### config.mk
export PLATFORM = sky130hd
export DESIGN_NAME = dbus_uncached_bridge
export DESIGN_NICKNAME = d
export VERILOG_FILES = /design/src/rtl/dbus_uncached_bridge_pkg.sv /design/src/rtl/dbus_uncached_bridge.sv
export SDC_FILE = /design/constraint.sdc
export NUM_CORES = 1
export LEC_CHECK = 0
export BUFFER_PORTS_ARGS = -buffer_cell sky130_fd_sc_hd__buf_2
export CORE_AREA = 2 2 162 164
export CTS_CLUSTER_DIAMETER = 40
export DETAILED_ROUTE_END_ITERATION = 10
export DIE_AREA = 0 0 164 166
export GPL_TIMING_DRIVEN = 0
export SLEW_MARGIN = 0
export SYNTH_ARGS = -nofsm -noshare
export SYNTH_HDL_FRONTEND = slang
export SYNTH_SLANG_ARGS = --single-unit
### constraint.sdc
create_clock -name clk -period 12.5 [get_ports clk]
set_input_delay 2.5 -clock clk [delete_from_list [all_inputs] [get_ports clk]]
set_output_delay 2.5 -clock clk [all_outputs]
set_load 0.1 [all_outputs]
### src/rtl/dbus_uncached_bridge_pkg.sv
// rtl/dbus_uncached_bridge_pkg.sv - shared dbus/cbus types and bridge FSM state encoding
package dbus_uncached_bridge_pkg;

  localparam int ADDR_W = 64;
  localparam int DATA_W = 64;
  localparam int STRB_W = DATA_W / 8;

  typedef enum logic [2:0] {
    MSIZE1 = 3'd0,
    MSIZE2 = 3'd1,
    MSIZE4 = 3'd2,
    MSIZE8 = 3'd3
  } msize_t;

  // Encoded as beats-minus-one, AXI style.
  typedef enum logic [3:0] {
    MLEN1  = 4'd0,
    MLEN2  = 4'd1,
    MLEN4  = 4'd3,
    MLEN8  = 4'd7,
    MLEN16 = 4'd15
  } mlen_t;

  typedef enum logic [1:0] {
    AXI_BURST_FIXED = 2'd0,
    AXI_BURST_INCR  = 2'd1,
    AXI_BURST_WRAP  = 2'd2
  } axi_burst_type_t;

  typedef struct packed {
    logic              valid;
    logic [ADDR_W-1:0] addr;
    msize_t            size;
    logic [STRB_W-1:0] strobe;
    logic [DATA_W-1:0] data;
  } dbus_req_t;

  typedef struct packed {
    logic              addr_ok;
    logic              data_ok;
    logic [DATA_W-1:0] data;
  } dbus_resp_t;

  typedef struct packed {
    logic              valid;
    logic              is_write;
    msize_t            size;
    logic [ADDR_W-1:0] addr;
    logic [STRB_W-1:0] strobe;
    logic [DATA_W-1:0] data;
    mlen_t             len;
    axi_burst_type_t   burst;
  } cbus_req_t;

  typedef struct packed {
    logic              ready;
    logic              last;
    logic [DATA_W-1:0] data;
  } cbus_resp_t;

  typedef enum logic [1:0] {
    UB_IDLE = 2'd0,
    UB_REQ  = 2'd1,
    UB_DONE = 2'd2
  } ubridge_state_t;

endpackage

### src/rtl/dbus_uncached_bridge.sv
// rtl/dbus_uncached_bridge.sv - single-beat dbus to cbus bridge for uncached/MMIO accesses
//
// Purpose: turns one CPU dbus transaction into one single-beat cbus transaction,
// one outstanding at a time, with a registered response.
// Ports:
//   clk    - rising-edge clock
//   reset  - asynchronous active-high reset
//   dreq   - CPU request (valid held until addr_ok)
//   dresp  - addr_ok / data_ok / read data
//   creq   - request towards cbus arbiter
//   cresp  - ready / last / read data from cbus
module dbus_uncached_bridge
  import dbus_uncached_bridge_pkg::*;
#(
  parameter bit ALLOW_BACK_TO_BACK = 1'b1,
  parameter bit ALIGN_ADDR         = 1'b0
) (
  input  logic       clk,
  input  logic       reset,
  input  dbus_req_t  dreq,
  output dbus_resp_t dresp,
  output cbus_req_t  creq,
  input  cbus_resp_t cresp
);

  ubridge_state_t    r_state;
  ubridge_state_t    w_next;
  logic              w_accept;
  logic              w_capture;

  logic              r_is_write;
  msize_t            r_size;
  logic [ADDR_W-1:0] r_addr;
  logic [STRB_W-1:0] r_strobe;
  logic [DATA_W-1:0] r_wdata;
  logic [DATA_W-1:0] r_rdata;

  always_ff @(posedge clk or posedge reset) begin
    if (reset) begin
      r_state <= UB_IDLE;
    end else begin
      r_state <= w_next;
    end
  end

  always_comb begin
    w_next        = r_state;
    w_accept      = 1'b0;
    w_capture     = 1'b0;
    dresp         = '0;
    dresp.data    = r_rdata;
    case (r_state)
      UB_IDLE: begin
        if (dreq.valid) begin
          w_accept = 1'b1;
          w_next   = UB_REQ;
        end
      end
      UB_REQ: begin
        if (cresp.ready) begin
          w_capture = 1'b1;
          if (cresp.last) begin
            w_next = UB_DONE;
          end
        end
      end
      UB_DONE: begin
        dresp.data_ok = 1'b1;
        if (ALLOW_BACK_TO_BACK && dreq.valid) begin
          w_accept = 1'b1;
          w_next   = UB_REQ;
        end else begin
          w_next = UB_IDLE;
        end
      end
      default: begin
        w_next = UB_IDLE;
      end
    endcase
    // addr_ok is combinational from dreq.valid; keep it low while reset is held
    // so every dresp output reads zero during reset.
    dresp.addr_ok = w_accept & ~reset;
  end

  // Request register: written only on acceptance, so dreq activity during REQ
  // cannot disturb the outstanding cbus request.
  always_ff @(posedge clk or posedge reset) begin
    if (reset) begin
      r_is_write <= 1'b0;
      r_size     <= MSIZE1;
      r_addr     <= '0;
      r_strobe   <= '0;
      r_wdata    <= '0;
    end else if (w_accept) begin
      r_is_write <= |dreq.strobe;
      r_size     <= dreq.size;
      r_addr     <= dreq.addr;
      r_strobe   <= dreq.strobe;
      r_wdata    <= dreq.data;
    end
  end

  // Response register: holds its value outside DONE; writes return zero.
  always_ff @(posedge clk or posedge reset) begin
    if (reset) begin
      r_rdata <= '0;
    end else if (w_capture) begin
      r_rdata <= r_is_write ? '0 : cresp.data;
    end
  end

  always_comb begin
    creq = '0;
    if (r_state == UB_REQ) begin
      creq.valid    = 1'b1;
      creq.is_write = r_is_write;
      creq.size     = ALIGN_ADDR ? MSIZE8 : r_size;
      creq.addr     = ALIGN_ADDR ? {r_addr[ADDR_W-1:3], 3'b000} : r_addr;
      creq.strobe   = r_strobe;
      creq.data     = r_wdata;
      creq.len      = MLEN1;
      creq.burst    = AXI_BURST_FIXED;
    end
  end

  // A single-beat request must finish on its first ready beat.
  a_single_beat: assert property (@(posedge clk) disable iff (reset)
    (r_state == UB_REQ && cresp.ready) |-> cresp.last);

endmodule

### Word level (Yosys, flattened, before mapping)

Cells that the tools add are included.

* register bits: 206
* input port bits: 208
* output and inout port bits: 213
* word-level logic and storage cells: 30

* eq/ne operators: 5
* mux-type cells: 12
* bitwise operators: 2
* reductions and logical operators: 4

Operators by type and width (number)
* 147-bit 2-to-1 mux: 1
* 64-bit 2-to-1 mux: 1
* 8-bit OR reduction: 1
* 1-bit 2-to-1 mux: 6
* 2-bit 2-to-1 mux: 3
* 2-bit inequality test, second input constant: 3
* 2-bit case mux with 3 select lines: 1
* 3-bit AND reduction: 1
* 2-bit by 1-bit == test with 1-bit output, second input constant: 1
* 2-bit == test, second input constant: 1
* 2-bit logical NOT: 1
* 2-bit OR reduction: 1
* 1-bit AND: 1
* 1-bit NOT: 1

### Depth between registers and ports, before layout

Gate-level depths: netlist of run 1.

* depth after elaboration: 4
* depth in mapped cells: 6
* mapped depth without buffers: 3

### Worst setup path before layout of run 1

Ideal clock, no wire load.

* path type: input-to-output
* from: in reset
* to: out dresp[65] in the netlist's numbering
* data arrival time: 7.885 ns
* required time: 10.000 ns
* setup slack: 2.115 ns
* cell stages on the path: 2
* buffers on the path: 0
* cell sequence: inv_1 and2_1

RTL lines
* from (decl): line dbus_uncached_bridge.sv:19 `input logic reset,`
* to (decl): line dbus_uncached_bridge.sv:21 `output dbus_resp_t dresp,`

==> results of run 1 <==
## through the flow
| stage | area, um2 | hold WS (ns) | utilization [%] | worst slack, ns |
|---|---|---|---|---|
| 2_1_floorplan | 9336 | 0.4720 | - | 2.115 |
| 3_3_place_gp | 11830 | 0.4576 | 46.17 | 0.2234 |
| 3_5_place_dp | 11860 | 0.4651 | 46.31 | 6.144 |
| 4_1_cts | 13050 | 0.4767 | 50.96 | 6.141 |
| 5_1_grt | 13060 | 0.5005 | 50.98 | 6.057 |
| 6_report | 13060 | 0.4692 | 50.98 | 6.182 |
## synth_stat cells (2+ instances only)
cell type	count	area [um2]
nor2b_1	3	18.77
o21ai_0	64	320.3
buf_2	6	30.03
nor4_1	2	12.51
buf_4	17	127.6
mux2_4	66	991.0
dfrtp_1	206	5155
mux2_2	73	822.0
nand2b_1	64	400.4
and2_1	141	882.1
nand2_1	65	244.0
buf_12	6	120.1
clkbuf_2	7	35.03
buf_8	2	30.03
clkbuf_1	21	78.83
## layout make-up
type	count	area [um2]
diodes	2	5.005
plain buffers	60	432.9
clock buffers	42	964.7
clock inverters	19	226.5
fillers	2378	12560
inverters	1	11.26
multi-input cells	489	3745
flip-flops and latches	206	5155
well taps	335	419.2
repair buffers	415	2100
## sequential cells by signal (all words and copies together), names as in the netlist
signal and count:
r_size 3, r_strobe 8, r_addr 64, r_is_write 1, r_rdata 64, r_wdata 64
r_state 2
## kinds of logic (layout without fill, tap and decap cells)
family	after synthesis	after routing	synth area share (%)
other	1	8	0.04025
AO/OA/AOI/OAI	66	66	3.585
flip-flops	206	206	55.32
buffers and inverters	61	537	4.686
multiplexers	139	139	19.46
AND/OR/NAND/NOR	278	278	16.91
## path summary, 6_finish.rpt
kind	start	end	slack [ns]	cells after the start
min in group asynchronous	reset	r_wdata[56]	2.14	2
min	r_rdata[51]	r_rdata[51]	0.47	2
max reg2reg	r_state[0]	r_wdata[18]	10.93	5
max	dreq[139]	dresp[65]	6.18	7
max in group asynchronous	reset	r_strobe[7]	9.40	3
min reg2reg	r_rdata[51]	r_rdata[51]	0.47	2
## worst register-to-register path: cells and delay by family, from the launching register on
family	cells	cell delay, ns
DFF	1	0.44
buffers and inverters	3	0.54
muxes	1	0.31
and+or+nand+nor	1	0.16
## metal layers
| metal | up-vias | GRT usage (%) | part of all wire (%) |
|---|---|---|---|
| met4 | 4 | 7.857 | 3.4 |
| met3 | 61 | 6.743 | 9.4 |
| li1 | 3364 | - | - |
| met1 | 3384 | 22.47 | 39 |
| met2 | 296 | 32.37 | 48 |
| met5 | - | 0 | 0.12 |
==> summary.md, run 1 <==
| Metric | Value |
|---|---|
| Max stage delay cell, worst path | buf_2 |
| Peak Freq | 158.3 MHz |
| Seq/Total Area, Yosys | 55.32% |
| Worst slew margin relative to its limit | 50.04% |
| Commonest cells after routing, fill and taps aside | buf_2 (420), dfrtp_1 (206), and2_1 (141) |
| Final setup viols | 0 |
| Req. time, crit path | 10.00 ns |
| Cell row count | 59 |
| Max FO, Critical Path | 10 |
| Nets | 1,416 |
| Status | finished, final reports clean |
| Drt pass-1 iters | 4 |
| Die Width | 164 um |
| Final hold violations | 0 |
| Cts bufs inserted | 35 |
| CP top delay family | buffers and inverters |
| DR DRC count | 0 |
| CTS resizes | 0 |
| Pins Over Slew Limit | 0 |
| EDFF count, synth | 0 |
| DRT iter0 DRCs | 305 |
| Main flop type after synthesis | dfrtp_1 |
| Antenna Nets Post-Route | 0 |
| Max-Cap Viols | 0 |
| Clock Path Buffers | 3 |
| Post-CTS Setup Bufs | 0 |
| IO Pins | 421 |
| Detailed Route WL | 26.75 mm |
| Hold Crit Class | flop to flop |
| Worst Skew | 0.007677 ns |
| Starting Density | 36.37% |
| First-pass GRT wire length | 41.25 mm |
| Antenna violations before repair | 5 |
| CP bufs+invs | 5 |
| Post-DR wirelength/cell | 17.05 um |
| YS warnings | 0 |
| Critical path, cell by cell | buf_2, nor2b_1, buf_6, buf_8, buf_8, and2_1, buf_2 |
| Hpwl dp | 20.04 mm |
| Crit path kind | input pin to output pin |
| Largest net degree at the start of global routing | 106 |
| TritonCTS clock tree | done |
| Asr flop ratio synth | 100.0% |
| Commonest non-fill, non-tap cell in the layout | buf_2 |
| Via-to-Cell Ratio | 4.531 |
| Reg clk slew, reported paths | 0.05 ns |
| Cts hold-fix bufs | 0 |
| Die Y | 166 um |
| Area of the die | 27,220 um2 |
| CP Data Arrival Time | 3.82 ns |
| Core footprint | 25,620 um2 |
| Synthesized area per cell | 12.41 um2 |
| GRT overflow | 0 |
| Crit path largest cell delay | 0.43 ns |
| Vias in the first global route | 7,494 |
| Placed Cells | 1,506 |
| Layout cell share with drive strength beyond 1 | 52.92% |
| CP endpoint kind | output pin |
| Final worst-path cycle share | 50.54% |
| Startpoint types | input pin |
| Tmin final | 6.318 ns |
| CTS sink cnt | 206 |
| Number of distinct library cells after synthesis | 23 |
| GPL Wtd Cong | 0.7921 |
| Port Buffers | 414 |
| Non-Filler Instances | 1,569 |
| Area of the mapped netlist | 9318 um2 |
| Worst-margin pin slew | 0.7494 ns |
| Clock Tree Root | clkbuf_16 |
| CTS HTree Levels | 2 |
| RSZ-0062 raised after global routing | false |
| Clock Latency Late Sink | 0.49 ns |
| Vias | 7,109 |
| Cell count after synthesis | 751 |
| Flop and latch count out of synthesis | 206 |
| Total track usage | 19.32% |
| Setup TNS | 0 ns |
| Syn-to-layout area delta | 40.15% |
Power of run 1 is left out: the tool's default activity adds up to more than one toggle a clock period on the data nets, which glitch-free logic cannot reach.
==> run 2: changes to the inputs <==
==> constraint.sdc (replaced) <==
create_clock -name clk -period 6.4 [get_ports clk]
set_input_delay 1.28 -clock clk [delete_from_list [all_inputs] [get_ports clk]]
set_output_delay 1.28 -clock clk [all_outputs]
set_load 0.1 [all_outputs]
==> summary.md, run 2 (synthesized netlist as in run 1, its figures left out) <==
| Metric | Value |
|---|---|
| DRT iter0 DRCs | 240 |
| Die Width | 164 um |
| Hpwl dp | 20.91 mm |
| Port Buffers | 414 |
| TritonCTS clock tree | done |
| Final setup viols | 0 |
| Drt pass-1 iters | 4 |
| Layout cell share with drive strength beyond 1 | 53.26% |
| Worst slew margin relative to its limit | 50.86% |
| CP top delay family | buffers and inverters |
| Crit path largest cell delay | 0.58 ns |
| Max FO, Critical Path | 34 |
| Register-to-Register Setup Slack | 4.83 ns |
| Status | finished, final reports clean |
| Antenna violations before repair | 4 |
| CTS sink cnt | 206 |
| Commonest non-fill, non-tap cell in the layout | buf_2 |
| Clock Path Buffers | 3 |
| Cts hold-fix bufs | 0 |
| Syn-to-layout area delta | 42.49% |
| Multi-input gate area | 3745 um2 |
| Cell row count | 59 |
| CP endpoint kind | output pin |
| Max-Cap Viols | 0 |
| CTS HTree Levels | 2 |
| GRT overflow | 0 |
| Non-Filler Instances | 1,576 |
| Most frequent CP cell | buf_2 |
| Vias | 7,140 |
| Largest registers | r_addr (64), r_rdata (64), r_wdata (64) |
| Nets | 1,423 |
| Total track usage | 19.94% |
| GPL Wtd Cong | 0.7854 |
| RSZ-0062 raised after global routing | false |
| Final worst-path cycle share | 64.88% |
| CP Data Arrival Time | 2.87 ns |
| Max stage delay cell, worst path | clkinvlp_4 |
| Detailed Route WL | 27.47 mm |
| Post-layout util | 51.83% |
| Area of the die | 27,220 um2 |
| Final hold violations | 0 |
| Placed Cells | 1,510 |
| IO Pins | 421 |
| CTS resizes | 0 |
| Antenna Nets Post-Route | 0 |
| Die Y | 166 um |
| Commonest cells after routing, fill and taps aside | buf_2 (420), dfrtp_1 (206), and2_1 (141) |
| Crit path kind | input pin to output pin |
| First-pass GRT wire length | 42.55 mm |
| Fillers | 2,377 |
| Worst Skew | 0.01069 ns |
| Hold Crit Class | flop to flop |
| Largest net degree at the start of global routing | 40 |
| CP bufs+invs | 4 |
| Cts bufs inserted | 38 |
| Pins Over Slew Limit | 0 |
| Starting Density | 36.37% |
| Clock Tree Root | clkbuf_16 |
| Req. time, crit path | 5.12 ns |
| # diodes | 0 |
| Peak Freq | 240.8 MHz |
| DR DRC count | 0 |
| Post-DR wirelength/cell | 17.43 um |
| FF/Latch Area | 5155 um2 |
| Tmin final | 4.152 ns |
| Via-to-Cell Ratio | 4.530 |
| Reg clk slew, reported paths | 0.05 ns |
| Vias in the first global route | 7,685 |
| Post-CTS Setup Bufs | 0 |
| Critical path, cell by cell | buf_2, clkinvlp_4, buf_12, and2_1, buf_2 |
| Startpoint types | input pin |
| Core footprint | 25,620 um2 |
| Worst-margin pin slew | 0.7356 ns |
| Clock Latency Late Sink | 0.50 ns |
==> run 2: cell count changes in the layout (fill, tap and decap cells not counted), moves of 3 or more <==
cell / delta
bufinv_16: +3
clkbuf_8: +6
clkinv_4: -3
clkinv_2: +4
buf_12: +5
inv_8: -3
==> run 2: layout make-up <==
type | instances | share of cell area [%]
Buffer | 60 | 3.261
Clock buffer | 50 | 8.265
Clock inverter | 16 | 1.866
Inverter | 1 | 0.05655
Multi-Input combinational cell | 489 | 28.21
Sequential cell | 206 | 38.83
Tap cell | 335 | 3.157
Timing Repair Buffer | 419 | 16.36
==> run 2: through the flow <==
stage,setup TNS [ns],setup WS [ns],area [um2],hold WS (ns)
2_1_floorplan,-0.01764,-0.01764,9340,0.4720
3_3_place_gp,-1.643,-1.643,11830,0.4589
3_5_place_dp,0,2.184,11930,0.4663
4_1_cts,0,2.176,13280,0.4766
5_1_grt,0,2.082,13280,0.4935
6_report,0,2.248,13280,0.4741
==> run 2: path summary, 6_finish.rpt <==
| check | startpoint | endpoint | cells past startpoint |
|---|---|---|---|
| worst max-delay path | reset | dresp[65] | 5 |
| worst min-delay path | r_rdata[41] | r_rdata[41] | 2 |
| worst max register to register | r_state[0] | r_wdata[38] | 5 |
| worst min register to register | r_rdata[41] | r_rdata[41] | 2 |
| min in group asynchronous | reset | r_rdata[37] | 2 |
| max in group asynchronous | reset | r_wdata[63] | 5 |
==> run 2: layer usage <==
layer | vias to the layer above | track usage, % | wire length, um | share of wire, %
met5 | - | 0 | 41 | 0.15
li1 | 3376 | - | - | -
met2 | 307 | 34.86 | 13490 | 49
met1 | 3390 | 22.64 | 10640 | 39
met4 | 6 | 6.445 | 764 | 2.8
met3 | 61 | 6.943 | 2531 | 9.2
==> run 2: worst min-delay path, stage by stage (launching register included) <==
cell,delay [ns]
dfrtp_1,0.33
nand2_1,0.04
o21ai_0,0.06
Power of run 2 is left out for the same reason.
==> run 3: changes to the inputs <==
--- a/config.mk
+++ b/config.mk
@@ -11,6 +11,7 @@
 export DETAILED_ROUTE_END_ITERATION = 10
 export DIE_AREA = 0 0 164 166
 export GPL_TIMING_DRIVEN = 0
+export PLACE_DENSITY = 0.67
 export SLEW_MARGIN = 0
 export SYNTH_ARGS = -nofsm -noshare
 export SYNTH_HDL_FRONTEND = slang
==> constraint.sdc (replaced) <==
create_clock -name clk -period 3.75 [get_ports clk]
set_input_delay 0.75 -clock clk [delete_from_list [all_inputs] [get_ports clk]]
set_output_delay 0.75 -clock clk [all_outputs]
set_load 0.1 [all_outputs]
==> summary.md, run 3 (synthesized netlist as in run 1, its figures left out) <==
| Metric | Value |
|---|---|
| Status | finished, final reports clean |
| Largest registers | r_addr (64), r_rdata (64), r_wdata (64) |
| Largest net degree at the start of global routing | 41 |
| TritonCTS clock tree | done |
| Worst-margin pin slew | 0.6141 ns |
| Peak Freq | 321.8 MHz |
| Wire length on met1 | 10.68 mm |
| Cell row count | 59 |
| Most frequent CP cell | buf_2 |
| Worst slack, placed | 0.7161 ns |
| Clock Tree Root | clkbuf_16 |
| CTS HTree Levels | 2 |
| Core footprint | 25,620 um2 |
| Drt pass-1 iters | 4 |
| Fillers | 2,312 |
| Port Buffers | 414 |
| First-pass GRT wire length | 41.90 mm |
| DR top layer | met5 |
| Nets | 1,420 |
| Req. time, crit path | 3.00 ns |
| Clock Latency Late Sink | 0.50 ns |
| WL met3 | 2.573 mm |
| Post-CTS Setup Bufs | 0 |
| RSZ-0062 raised after global routing | false |
| Detailed Route WL | 27.32 mm |
| CP endpoint kind | output pin |
| Vias | 7,190 |
| GPL Wtd Cong | 0.7968 |
| FF-to-FF End | r_rdata[2] |
| Via-to-Cell Ratio | 4.565 |
| GRT overflow | 0 |
| Routed length on met2 | 13.38 mm |
| Area of the die | 27,220 um2 |
| Antenna Nets Post-Route | 0 |
| Max-Cap Viols | 0 |
| Total track usage | 19.68% |
| Tmin final | 3.107 ns |
| CTS sink cnt | 206 |
| DR DRC count | 0 |
| Worst Skew | 0.01968 ns |
| Post-route setup slack | 0.6427 ns |
| Hpwl dp | 20.54 mm |
| Starting Density | 36.37% |
| Antenna violations before repair | 2 |
| Critical path, cell by cell | nor2b_1, buf_2, buf_4, clkbuf_2, and2_1, buf_2 |
| Die Y | 166 um |
| CP Data Arrival Time | 2.36 ns |
| Commonest cells after routing, fill and taps aside | buf_2 (420), dfrtp_1 (206), and2_1 (141) |
| Final worst-path cycle share | 82.86% |
| Die Width | 164 um |
| Pins Over Slew Limit | 0 |
| Syn-to-layout area delta | 40.88% |
| Cts hold-fix bufs | 0 |
| DRT iter0 DRCs | 345 |
| Max stage delay cell, worst path | buf_2 |
| Clock Path Buffers | 3 |
| Crit path largest cell delay | 0.44 ns |
| Worst slew margin relative to its limit | 58.98% |
| Final setup viols | 0 |
| Commonest non-fill, non-tap cell in the layout | buf_2 |
| Final hold violations | 0 |
| R2R Path Start | r_state[0] |
| FF/Latch Area | 5155 um2 |
| Cts bufs inserted | 35 |
| Layout cell share with drive strength beyond 1 | 52.95% |
| Post-DR wirelength/cell | 17.35 um |
| Max FO, Critical Path | 10 |
| Vias in the first global route | 7,661 |
| Hold Crit Class | input pin to asynchronous set/reset pin |
| Register-to-Register Setup Slack | 2.16 ns |
| Crit path kind | flop to output pin |
| R2R depth | 4 |
| Reg clk slew, reported paths | 0.06 ns |
| Multi-input gate area | 3745 um2 |
| CTS resizes | 0 |
| Startpoint types | flop |
| IO Pins | 421 |
## run 3: worst max-delay path by stage
stage / from / to / slack (ns) / cells after the start
after CTS: r_state[0] / creq[72] / 0.55 / 6
after detailed placement: reset / dresp[65] / 0.72 / 5
after global placement: reset / dresp[65] / -3.15 / 4
final: r_state[0] / creq[126] / 0.64 / 6
after floorplan: reset / dresp[65] / -1.61 / 2
after global routing: r_state[0] / creq[72] / 0.41 / 6
## run 3: through the flow
step / cells / hold WS (ns) / TNS, ns / util (%) / instance area [um2]
2_1_floorplan: 756 / 0.4720 / -1.608 / - / 9340
3_3_place_gp: 1505 / 0.4586 / -227.73 / 46.19 / 11830
3_5_place_dp: 1510 / 0.4661 / 0 / 46.58 / 11930
4_1_cts: 1574 / 0.3138 / 0 / 51.23 / 13120
5_1_grt: 1574 / 0.3520 / 0 / 51.23 / 13120
6_report: 1575 / 0.3222 / 0 / 51.24 / 13130
## run 3: layout make-up
type	instances	share of cell area, %
multi-input combinational	489	28.53
tap	335	3.193
clock buffer	45	7.349
inverter	1	0.05719
antenna	1	0.01906
buffer	60	3.298
clock inverter	19	1.735
sequential	206	39.27
timing repair buffer	419	16.55
## run 3: critical path: cells and delay by family, from the launching register on
family / cells / cell delay (ns)
buf+inv: 4 / 1.13
flops: 1 / 0.40
simple gates: 2 / 0.33
## run 3: layer usage
layer	up-vias	global-route usage (%)
met3	51	6.943
met2	326	34.38
met5	-	0
met1	3431	22.38
li1	3380	-
met4	2	6.217
Power of run 3 is left out for the same reason.
